**src/rtl/cosim_monitor_tx.sv**
```systemverilog
// Co-simulation monitor: snapshots three monitored values into a 2-deep FIFO
// and streams each one as a 12-byte framed, checksummed packet over a valid/ready byte link.
module cosim_monitor_tx #(
  parameter logic [7:0] HDR = 8'hA5
) (
  input  logic        clk,
  input  logic        rst_n,
  input  logic        sample_en,
  input  logic [31:0] a0,
  input  logic [15:0] a1,
  input  logic [17:0] a2,
  output logic [7:0]  tx_data,
  output logic        tx_valid,
  input  logic        tx_ready,
  output logic        tx_last,
  output logic [7:0]  drop_cnt,
  output logic        busy
);

  typedef enum logic {
    IDLE = 1'b0,
    SEND = 1'b1
  } state_t;

  // FIFO entry layout: {seq[7:0], a2[17:0], a1[15:0], a0[31:0]}
  localparam int ENTRY_W = 74;

  logic [1:0]         rst_sync;
  logic               run;
  logic [ENTRY_W-1:0] mem [2];
  logic               wr_ptr;
  logic               rd_ptr;
  logic [1:0]         count;
  logic [7:0]         seq;
  logic [7:0]         drops;
  state_t             state;
  state_t             state_nxt;
  logic [3:0]         idx;
  logic [3:0]         idx_nxt;
  logic               fire;
  logic               pop;
  logic               push;
  logic               drop;
  logic [ENTRY_W-1:0] head;
  logic [31:0]        h_a0;
  logic [15:0]        h_a1;
  logic [17:0]        h_a2;
  logic [7:0]         h_seq;
  logic [7:0]         chk;

  // Reset assertion is immediate; release is delayed two edges before captures are allowed.
  always_ff @(posedge clk or negedge rst_n) begin
    if (!rst_n) begin
      rst_sync <= 2'b00;
    end else begin
      rst_sync <= {rst_sync[0], 1'b1};
    end
  end

  assign run = rst_sync[1];

  assign head  = mem[rd_ptr];
  assign h_a0  = head[31:0];
  assign h_a1  = head[47:32];
  assign h_a2  = head[65:48];
  assign h_seq = head[73:66];

  assign fire = (state == SEND) && tx_ready;
  assign pop  = fire && (idx == 4'd11);
  // A full FIFO still accepts when the head frame completes on the same edge.
  assign push = run && sample_en && ((count != 2'd2) || pop);
  assign drop = run && sample_en && !push;

  always_ff @(posedge clk or negedge rst_n) begin
    if (!rst_n) begin
      mem[0] <= '0;
      mem[1] <= '0;
      wr_ptr <= 1'b0;
      rd_ptr <= 1'b0;
      count  <= 2'd0;
      seq    <= 8'd0;
      drops  <= 8'd0;
    end else begin
      if (push) begin
        mem[wr_ptr] <= {seq, a2, a1, a0};
        wr_ptr      <= ~wr_ptr;
        seq         <= seq + 8'd1;
      end
      if (pop) begin
        rd_ptr <= ~rd_ptr;
      end
      case ({push, pop})
        2'b10:   count <= count + 2'd1;
        2'b01:   count <= count - 2'd1;
        default: count <= count;
      endcase
      if (drop && (drops != 8'hFF)) begin
        drops <= drops + 8'd1;
      end
    end
  end

  always_ff @(posedge clk or negedge rst_n) begin
    if (!rst_n) begin
      state <= IDLE;
      idx   <= 4'd0;
    end else begin
      state <= state_nxt;
      idx   <= idx_nxt;
    end
  end

  // Back-to-back frames only when a second entry was already queued behind the head.
  always_comb begin
    state_nxt = state;
    idx_nxt   = idx;
    case (state)
      IDLE: begin
        if (count != 2'd0) begin
          state_nxt = SEND;
          idx_nxt   = 4'd0;
        end
      end
      SEND: begin
        if (fire) begin
          if (idx == 4'd11) begin
            idx_nxt   = 4'd0;
            state_nxt = (count == 2'd2) ? SEND : IDLE;
          end else begin
            idx_nxt = idx + 4'd1;
          end
        end
      end
      default: begin
        state_nxt = IDLE;
        idx_nxt   = 4'd0;
      end
    endcase
  end

  always_comb begin
    chk = HDR ^ h_seq
        ^ h_a0[7:0] ^ h_a0[15:8] ^ h_a0[23:16] ^ h_a0[31:24]
        ^ h_a1[7:0] ^ h_a1[15:8]
        ^ h_a2[7:0] ^ h_a2[15:8] ^ {6'b0, h_a2[17:16]};
  end

  // Bytes are decoded from registered state only, so they hold steady while stalled.
  always_comb begin
    tx_data = 8'h00;
    if (state == SEND) begin
      case (idx)
        4'd0:    tx_data = HDR;
        4'd1:    tx_data = h_seq;
        4'd2:    tx_data = h_a0[7:0];
        4'd3:    tx_data = h_a0[15:8];
        4'd4:    tx_data = h_a0[23:16];
        4'd5:    tx_data = h_a0[31:24];
        4'd6:    tx_data = h_a1[7:0];
        4'd7:    tx_data = h_a1[15:8];
        4'd8:    tx_data = h_a2[7:0];
        4'd9:    tx_data = h_a2[15:8];
        4'd10:   tx_data = {6'b0, h_a2[17:16]};
        4'd11:   tx_data = chk;
        default: tx_data = 8'h00;
      endcase
    end
  end

  assign tx_valid = (state == SEND);
  assign tx_last  = (state == SEND) && (idx == 4'd11);
  assign drop_cnt = drops;
  assign busy     = (count != 2'd0) || (state == SEND);

endmodule

```
**config.mk**
```make
export PLATFORM = sky130hd
export DESIGN_NAME = cosim_monitor_tx
export DESIGN_NICKNAME = d
export VERILOG_FILES = /design/src/rtl/cosim_monitor_tx.sv
export SDC_FILE = /design/constraint.sdc
export NUM_CORES = 1
export LEC_CHECK = 0
export ABC_AREA = 1
export ABC_CLOCK_PERIOD_IN_PS = 2300
export CAP_MARGIN = 20
export CORE_ASPECT_RATIO = 1.75
export CORE_UTILIZATION = 55
export DETAILED_ROUTE_END_ITERATION = 8
export HOLD_SLACK_MARGIN = 0.15
export PLACE_DENSITY_LB_ADDON = 0.12
export SLEW_MARGIN = 15
export SYNTH_ARGS = -nofsm -noshare
export SYNTH_HDL_FRONTEND = slang
export SYNTH_SLANG_ARGS = --single-unit
export TNS_END_PERCENT = 100
```
**constraint.sdc**
```tcl
create_clock -name clk -period 2.3 [get_ports clk]
set_input_delay 0.345 -clock clk [delete_from_list [all_inputs] [get_ports clk]]
set_output_delay 0.345 -clock clk [all_outputs]
set_load 0.005 [all_outputs]
```
==> results of run 1 <==
stage by stage:
step                      total power [W]  setup WS (ns)  setup TNS (ns)
final                              0.0231         -0.652           -4.26
after global routing               0.0245         -0.712           -5.03
after CTS                          0.0212         -0.470           -3.60
after detailed placement           0.0160         -0.557           -3.72
after global placement             0.0158         -0.566           -3.51
after floorplan                    0.0117          0.296               0
per-layer routing:
layer  up-vias  wire [um]  track usage (%)
met5         -          0                0
li1       4338          -                -
met3       136       1730             5.27
met4         0       2150             22.7
met1      4321      10700             37.8
met2       375      15300             57.9
cells in the mapped netlist (all sizes together) (2+ instances only):
master,number
nor4b,2
nor4,6
ha,7
nand4,3
nand2,413
o22ai,15
xnor2,21
a211oi,2
nor2,19
clkbuf,25
xor2,37
dfrtp,175
inv,185
o211ai,4
mux2i,7
buf,25
nor3,6
a22o,2
or2,6
o21ai,204
nand3,40
nand3b,3
o21a,4
a21oi,15
final cells by class:
| class | instances | area share [%] |
|---|---|---|
| timing repair buffer | 256 | 18.4 |
| clock inverter | 13 | 1.38 |
| multi-input combinational | 824 | 37.3 |
| clock buffer | 19 | 3.20 |
| sequential | 175 | 32.4 |
| tap | 227 | 2.10 |
| inverter | 186 | 5.22 |
report_power, final:
group	leakage (nW)	internal [W]	switching, W
logic	4.38	0.00652	0.00803
registers	2.16	0.00444	0.00101
clock network	0.302	0.00182	0.00125
total	6.84	0.0128	0.0103
logic make-up after synthesis:
group / share of synthesized area, %
buffers and inverters: 10.5
and+or+nand+nor: 21.1
other: 0.0392
xor gates and xnor gates: 5.31
AOI/OAI and AO/OA: 15.5
DFF: 45.8
adders and majority gates: 0.915
muxes: 0.850
critical path: cells and delay by family (launching register included):
kind	cells	cell delay [ns]
flops	1	0.43
simple gates	6	0.51
xor+xnor	1	0.25
buf+inv	6	0.69
compound gates	2	0.28
registers in the layout, indices dropped and copies added, names as in the netlist:
| register | count |
|---|---|
| rd_ptr | 1 |
| rst_sync | 2 |
| idx | 4 |
| wr_ptr | 1 |
| drop_cnt | 8 |
| count | 2 |
| seq | 8 |
| mem | 148 |
| tx_valid | 1 |
what timing repair did:
item	in CTS	in global routing
endpoints found under the hold margin	43	0
gates resized for setup	228	93
cloned	6	0
hold buffers	1	0
buffers inserted	20	3
setup endpoints to repair	10	14
pin swaps	74	45
worst paths after layout:
| kind | start | to | slack (ns) | cells after the start |
|---|---|---|---|---|
| setup / recovery | rd_ptr | tx_data[1] | -0.65 | 15 |
| hold / removal | rst_sync[0] | rst_sync[1] | 0.35 | 0 |
| setup reg to reg | idx[2] | mem[99] | 0.11 | 13 |
| hold reg to reg | rst_sync[0] | rst_sync[1] | 0.35 | 0 |
| max in group asynchronous | rst_n | drop_cnt[6] | 1.23 | 3 |
| min in group asynchronous | rst_n | mem[51] | 0.41 | 2 |
==> flow_summary.rst, run 1 <==
.. list-table::
   :header-rows: 1

   * - Metric
     - Value
   * - Crit path max fanout
     - 6
   * - Most common cell after layout, fill and taps aside
     - nand2_1
   * - Netlist area before placement
     - ~0.0096 mm2
   * - Syn-to-layout area delta
     - 41.2%
   * - Vias
     - approximately 9.2k
   * - Post-route ant nets
     - 0
   * - Max cap viols
     - 0
   * - Placed insts
     - ~1.6k
   * - Vertical die dimension
     - ~180 um
   * - Number of global-route vias before repair
     - ~9.2k
   * - Count of flip-flops with a built-in enable after synthesis
     - 0
   * - Post-Route Hold Slack
     - 0.347 ns
   * - Antenna cell count
     - 0
   * - Area after detailed placement
     - 0.0116 mm2
   * - Kind of end point of the critical path
     - primary output
   * - TritonCTS Sinks
     - about 180
   * - Std-Cell Core Area
     - about 0.017 mm2
   * - Global route total overflow
     - 0
   * - Dpl hpwl
     - 19100 um
   * - Syn Inst Count
     - approximately 1.2k
   * - Cell type contributing the most total cell area after synthesis
     - dfrtp_1
   * - Global-route wire length before repair
     - about 46000 um
   * - Clock tree root buffer cell
     - clkbuf_16
   * - Highest-delay cell along the critical path
     - dfrtp_2
   * - Pwr per Cell Area
     - roughly 1700 mW/mm2
   * - Number of pins exceeding their max-slew limit in the final report
     - 0
   * - Setup-violating endpoint count in the final report
     - 8
   * - Hold/Removal Path Class
     - reg -> reg
   * - Peak supply drop
     - roughly 1000 uV
   * - Share of the synthesized area in the top cell type
     - a little under half
   * - CTS Buf Count
     - 17
   * - Clock input transition at the sequential cells of the worst setup and hold paths
     - 0.07 ns
   * - Seq/Total Area, Yosys
     - about 46%
   * - Unique cell type count in the Yosys netlist
     - 44
   * - Initial core utilization
     - 56.5%
   * - Fraction of the cycle the final worst path needs
     - 128%
   * - Final period demand of the worst path
     - 2.95 ns
   * - Remaining design rule violation count
     - 0
   * - Clock skew
     - 0.00760 ns
   * - Layout Cells excl Fill
     - ~1.7k
   * - Flip-flop and latch count after synthesis
     - ~180
   * - Violated checks
     - negative setup slack
   * - Final Net Count
     - 1537
   * - Total routing usage reported by global routing
     - 33.7%
   * - Share of flip-flops with an asynchronous set or reset after synthesis
     - between 90% and 100%
   * - Finished Cell Area
     - ~0.014 mm2
   * - Cell mode on critical path
     - buf_6
   * - Crit path required time
     - 1.96 ns
   * - Data arrival, critical path
     - 2.61 ns
   * - Maximum buffer depth of the clock tree
     - 2
   * - List of cells traversed by the critical path
     - buf_6, inv_8, buf_6, buf_6, buf_6, nand2_2, o21ai_4, xor2_2, nand2_1, nand2_1, nand2_2, nand3b_1, nand3_2, a21oi_2, buf_2
   * - Total number of yosys warnings
     - 0
   * - Rel. slew slack
     - 60.8%
   * - Top_reg_cell synth
     - dfrtp_1
   * - Syn_area_per_cell
     - between 7 and 8 um2
   * - Final count of hold timing violations
     - 0
   * - Area taken by flip-flops and latches
     - approximately 0.0044 mm2
   * - Chip Width
     - 102 um
   * - CTS tree
     - done
   * - Status
     - finished, violations left
   * - DR pass1 iterations
     - 6
   * - Unrepaired setup endpoints after global routing
     - true
   * - Area used by multi-input combinational logic
     - a little over 0.005 mm2
   * - Port bufs
     - 88
   * - Clk_lat worst skew
     - between 0.4 and 0.5 ns
   * - Leading cell types in the layout, fill and taps excluded
     - 342 x nand2_1, 174 x dfrtp_1, 173 x inv_1, 123 x buf_4, 96 x o21ai_0
   * - Layout cell share with drive strength beyond 1
     - 29.1%
   * - Total die area
     - between 0.015 and 0.02 mm2
   * - Setup ws final
     - -0.652 ns
   * - Reported leakage power
     - 6.84 nW
   * - Least-Margin Pin Slew
     - approximately 0.58 ns
   * - Net Count, Synth
     - approximately 1.3k
   * - Number of H-tree levels
     - 4
   * - Maximum single-stage delay on the critical path
     - about 0.43 ns
   * - I/O pin count
     - just under 90
   * - Crit Path Category
     - reg -> out
   * - Total wirelength of the detailed-routed design
     - between 20000 and 30000 um
   * - Post-route core utilization
     - around four fifths
   * - Critical path launch point type
     - register
   * - Last weighted congestion value of the routability-driven placer
     - around 0.93
   * - Maximum number of pins on one net before global-route repair
     - 57
   * - Row count
     - 63
   * - Number of antenna violations at the first check in global routing
     - 0
   * - Initial DRC Count
     - 493
   * - Achievable frequency
     - 339 MHz
   * - Vias per Instance
     - between 5 and 6
   * - Fillers
     - approximately 1.1k
   * - Average wire per cell in the routed design
     - about 18 um
   * - Synth top area cells
     - dfrtp_1 46%, nand2_1 16%, inv_1 7.1%
Power figures use the tool's default switching activity.
==> run 2, diff against run 1 <==
--- a/config.mk
+++ b/config.mk
@@ -11,8 +11,9 @@
 export CORE_ASPECT_RATIO = 1.75
 export CORE_UTILIZATION = 55
 export DETAILED_ROUTE_END_ITERATION = 8
+export DONT_BUFFER_PORTS = 1
 export HOLD_SLACK_MARGIN = 0.15
-export PLACE_DENSITY_LB_ADDON = 0.12
+export PLACE_DENSITY_LB_ADDON = 0.15
 export SLEW_MARGIN = 15
 export SYNTH_ARGS = -nofsm -noshare
 export SYNTH_HDL_FRONTEND = slang
==> flow_summary.rst, run 2 (same netlist as run 1, synthesis figures left out) <==
.. list-table::
   :header-rows: 1

   * - Metric
     - Value
   * - Status
     - finished, violations left
   * - Violated checks
     - negative hold slack, negative setup slack
   * - Reported leakage power
     - 6.20 nW (-9.3%)
   * - Kind of end point of the critical path
     - primary output
   * - Worst R2R End
     - mem[145]
   * - Fraction of the cycle the final worst path needs
     - 122% (-5.9 points)
   * - Pre-CTS setup slack
     - -0.143 ns (+0.414 ns)
   * - Max cap viols
     - 0 (unchanged)
   * - Logic gate share of total power
     - 56.6% (-6.4 points)
   * - Post-route core utilization
     - 71.1% (-8.7 points)
   * - Vertical die dimension
     - 177 um (unchanged)
   * - Unrepaired setup endpoints after global routing
     - true
   * - Post-route ant nets
     - 0 (unchanged)
   * - R2R depth
     - 11 (-2)
   * - Switching power summed over all nets
     - 0.00825 W (-20%)
   * - Clock skew
     - 0.00988 ns (+0.00228 ns)
   * - Switching fraction of total power
     - 43.3% (-1.4 points)
   * - Pwr per Cell Area
     - 1580 mW/mm2 (-7.3%)
   * - Post-Route Hold Slack
     - -0.406 ns (-0.753 ns)
   * - Vias per Instance
     - 5.16 (-4.3%)
   * - Row count
     - 63 (unchanged)
   * - Area taken by flip-flops and latches
     - 0.00438 mm2 (unchanged)
   * - Final count of hold timing violations
     - 175 (+175)
   * - Final period demand of the worst path
     - 2.82 ns (-0.135 ns)
   * - TritonCTS Sinks
     - 175 (unchanged)
   * - Antenna cell count
     - 0 (unchanged)
   * - Layout cell share with drive strength beyond 1
     - 17.7% (-11 points)
   * - Total routing usage reported by global routing
     - 29.9% (-3.9 points)
   * - Total wirelength of the detailed-routed design
     - 25400 um (-15%)
   * - Critical path launch point type
     - register
   * - Maximum number of pins on one net before global-route repair
     - 176 (+210%)
   * - Data arrival, critical path
     - 2.47 ns (-0.14 ns)
   * - I/O pin count
     - 89 (unchanged)
   * - Maximum buffer depth of the clock tree
     - 2 (unchanged)
   * - Remaining design rule violation count
     - 0 (unchanged)
   * - Clk_lat worst skew
     - 0.45 ns (about the same)
   * - Total of hold buffers inserted after clock tree synthesis
     - 67 (+66)
   * - Syn-to-layout area delta
     - 25.8%
   * - Final Net Count
     - 1458 (-5.1%)
   * - Number of global-route vias before repair
     - 8134 (-11%)
   * - Bufs and invs on worst path
     - 5 (-1)
   * - Number of H-tree levels
     - 4 (unchanged)
   * - Portion of total power attributed to the clock network
     - 15.5% (+2.2 points)
   * - Total die area
     - 0.0180 mm2 (unchanged)
   * - Number of flip-flops under the largest register name
     - 148 (unchanged)
   * - Clock input transition at the sequential cells of the worst setup and hold paths
     - 0.07 ns (about the same)
   * - Top register by number of flip-flops
     - mem
   * - Area used by multi-input combinational logic
     - 0.00441 mm2 (-12%)
   * - Least-Margin Pin Slew
     - 0.514 ns (-0.0682 ns)
   * - Global route total overflow
     - 0 (unchanged)
   * - Top Family by Delay on Critical Path
     - buffers and inverters
   * - Port bufs
     - 0 (-100%)
   * - Average wire per cell in the routed design
     - 15.7 um (-11%)
   * - Internal cell power
     - 0.0108 W (-15%)
   * - Maximum single-stage delay on the critical path
     - 0.44 ns (about the same)
   * - Setup ws final
     - -0.516 ns (+0.135 ns)
   * - Cell mode on critical path
     - buf_4
   * - Peak supply drop
     - 916 uV (-12%)
   * - Fraction of power consumed by sequential logic
     - 27.9% (+4.3 points)
   * - Crit path max fanout
     - 16 (+10)
   * - Dpl hpwl
     - 17700 um (-7.7%)
   * - Setup-violating endpoint count in the final report
     - 8 (unchanged)
   * - Fillers
     - 1370 (+24%)
   * - Std-Cell Core Area
     - 0.0169 mm2 (unchanged)
   * - Initial DRC Count
     - 396 (-20%)
   * - Number of pins exceeding their max-slew limit in the final report
     - 0 (unchanged)
   * - List of cells traversed by the critical path
     - inv_2, buf_12, buf_4, o21ai_1, buf_4, xor2_2, nand2_1, nand2_1, nand3_1, nand3_1, nand3_2, a21oi_2, buf_4
   * - DR pass1 iterations
     - 6 (unchanged)
   * - Total design power
     - 0.0191 W (-17%)
   * - Leading cell types in the layout, fill and taps excluded
     - 394 x nand2_1, 181 x inv_1, 174 x dfrtp_1, 108 x o21ai_0, 96 x buf_4
   * - Number of antenna violations at the first check in global routing
     - 0 (unchanged)
   * - Last weighted congestion value of the routability-driven placer
     - 1.02 (+9.5%)
   * - Crit Path Category
     - reg -> out
   * - Initial core utilization
     - 56.5% (unchanged)
   * - Crit path required time
     - 1.96 ns (about the same)
   * - Most common cell after layout, fill and taps aside
     - nand2_1
   * - CTS Buf Count
     - 17 (unchanged)
   * - Clock tree root buffer cell
     - clkbuf_16
   * - Chip Width
     - 102 um (unchanged)
   * - Beginning of the worst register-to-register path
     - idx[1]
   * - Minimum setup slack among reg-to-reg paths
     - 0.11 ns (about the same)
   * - CTS tree
     - done
   * - Hold/Removal Path Class
     - in -> async
   * - Rel. slew slack
     - 65.4% (+4.6 points)
   * - Vias
     - 8366 (-8.8%)
   * - Global-route wire length before repair
     - 40600 um (-11%)
   * - Achievable frequency
     - 355 MHz (+4.8%)
   * - Highest-delay cell along the critical path
     - dfrtp_2
==> run 2: per-layer routing <==
metal	track usage (%)	up-vias	routed length, um
li1	-	4166	-
met1	35.6	3905	10200
met2	50.9	228	12900
met3	5.50	67	1090
met4	14.7	0	1190
met5	0	-	0
==> run 2: how the worst max path moves through the flow <==
stage | from | endpoint | slack (ns) | depth (start not counted)
floorplan | rd_ptr | tx_data[6] | 0.30 | 12
global route | rd_ptr | tx_data[7] | -0.65 | 15
global placement | rd_ptr | tx_data[3] | -0.14 | 9
detailed placement | rd_ptr | tx_data[1] | -0.14 | 11
finish | rd_ptr | tx_data[7] | -0.52 | 13
CTS | rd_ptr | tx_data[6] | -0.52 | 14
==> run 2: power by group through the flow <==
stage / combinational (W) / clock, W / sequential, W
finish: 0.0108 / 0.00296 / 0.00532
global route: 0.0120 / 0.00312 / 0.00548
CTS: 0.0103 / 0.00302 / 0.00530
detailed placement: 0.00976 / 0 / 0.00532
global placement: 0.00956 / 0 / 0.00529
floorplan: 0.00660 / 0 / 0.00507
==> run 2: layout make-up <==
| cell class | instances | area share, % |
|---|---|---|
| Tap cell | 227 | 2.36 |
| Sequential cell | 175 | 36.4 |
| Multi-Input combinational cell | 824 | 36.6 |
| Inverter | 186 | 5.80 |
| Clock buffer | 19 | 3.76 |
| Timing Repair Buffer | 177 | 13.8 |
| Clock inverter | 13 | 1.29 |
==> run 2: worst register-to-register path, delay by kind of cell (launching register included) <==
| family | cells | cell delay [ns] |
|---|---|---|
| AOI/OAI and AO/OA | 2 | 0.29 |
| adders and majority gates | 1 | 0.16 |
| buffers and inverters | 4 | 0.56 |
| DFF | 1 | 0.40 |
| and+or+nand+nor | 4 | 0.68 |
==> run 2: stage by stage <==
step	setup TNS [ns]	area, um2	cells	hold WS, ns
finish	-3.56	12000	1621	-0.406
CTS	-3.69	11800	1612	-0.420
floorplan	0	9570	1235	0.0494
detailed placement	-0.696	10400	1512	0.0557
global route	-4.84	12000	1621	-0.422
global placement	-0.456	10400	1512	0.0563
==> run 2: timing repair <==
item,4_1_cts,5_1_grt
setup endpoints to repair,8,34
resized for setup,44,38
hold endpoints to repair,308,175
pin swaps,4,7
cloned,0,2
setup buffers,1,7
==> run 3, diff against run 2 <==
--- a/config.mk
+++ b/config.mk
@@ -10,6 +10,7 @@
 export CAP_MARGIN = 20
 export CORE_ASPECT_RATIO = 1.75
 export CORE_UTILIZATION = 55
+export CTS_CLUSTER_SIZE = 12
 export DETAILED_ROUTE_END_ITERATION = 8
 export DONT_BUFFER_PORTS = 1
 export HOLD_SLACK_MARGIN = 0.15
==> results of run 3 <==
Same layout as run 2: the final DEF is identical, and so are final timing and power.
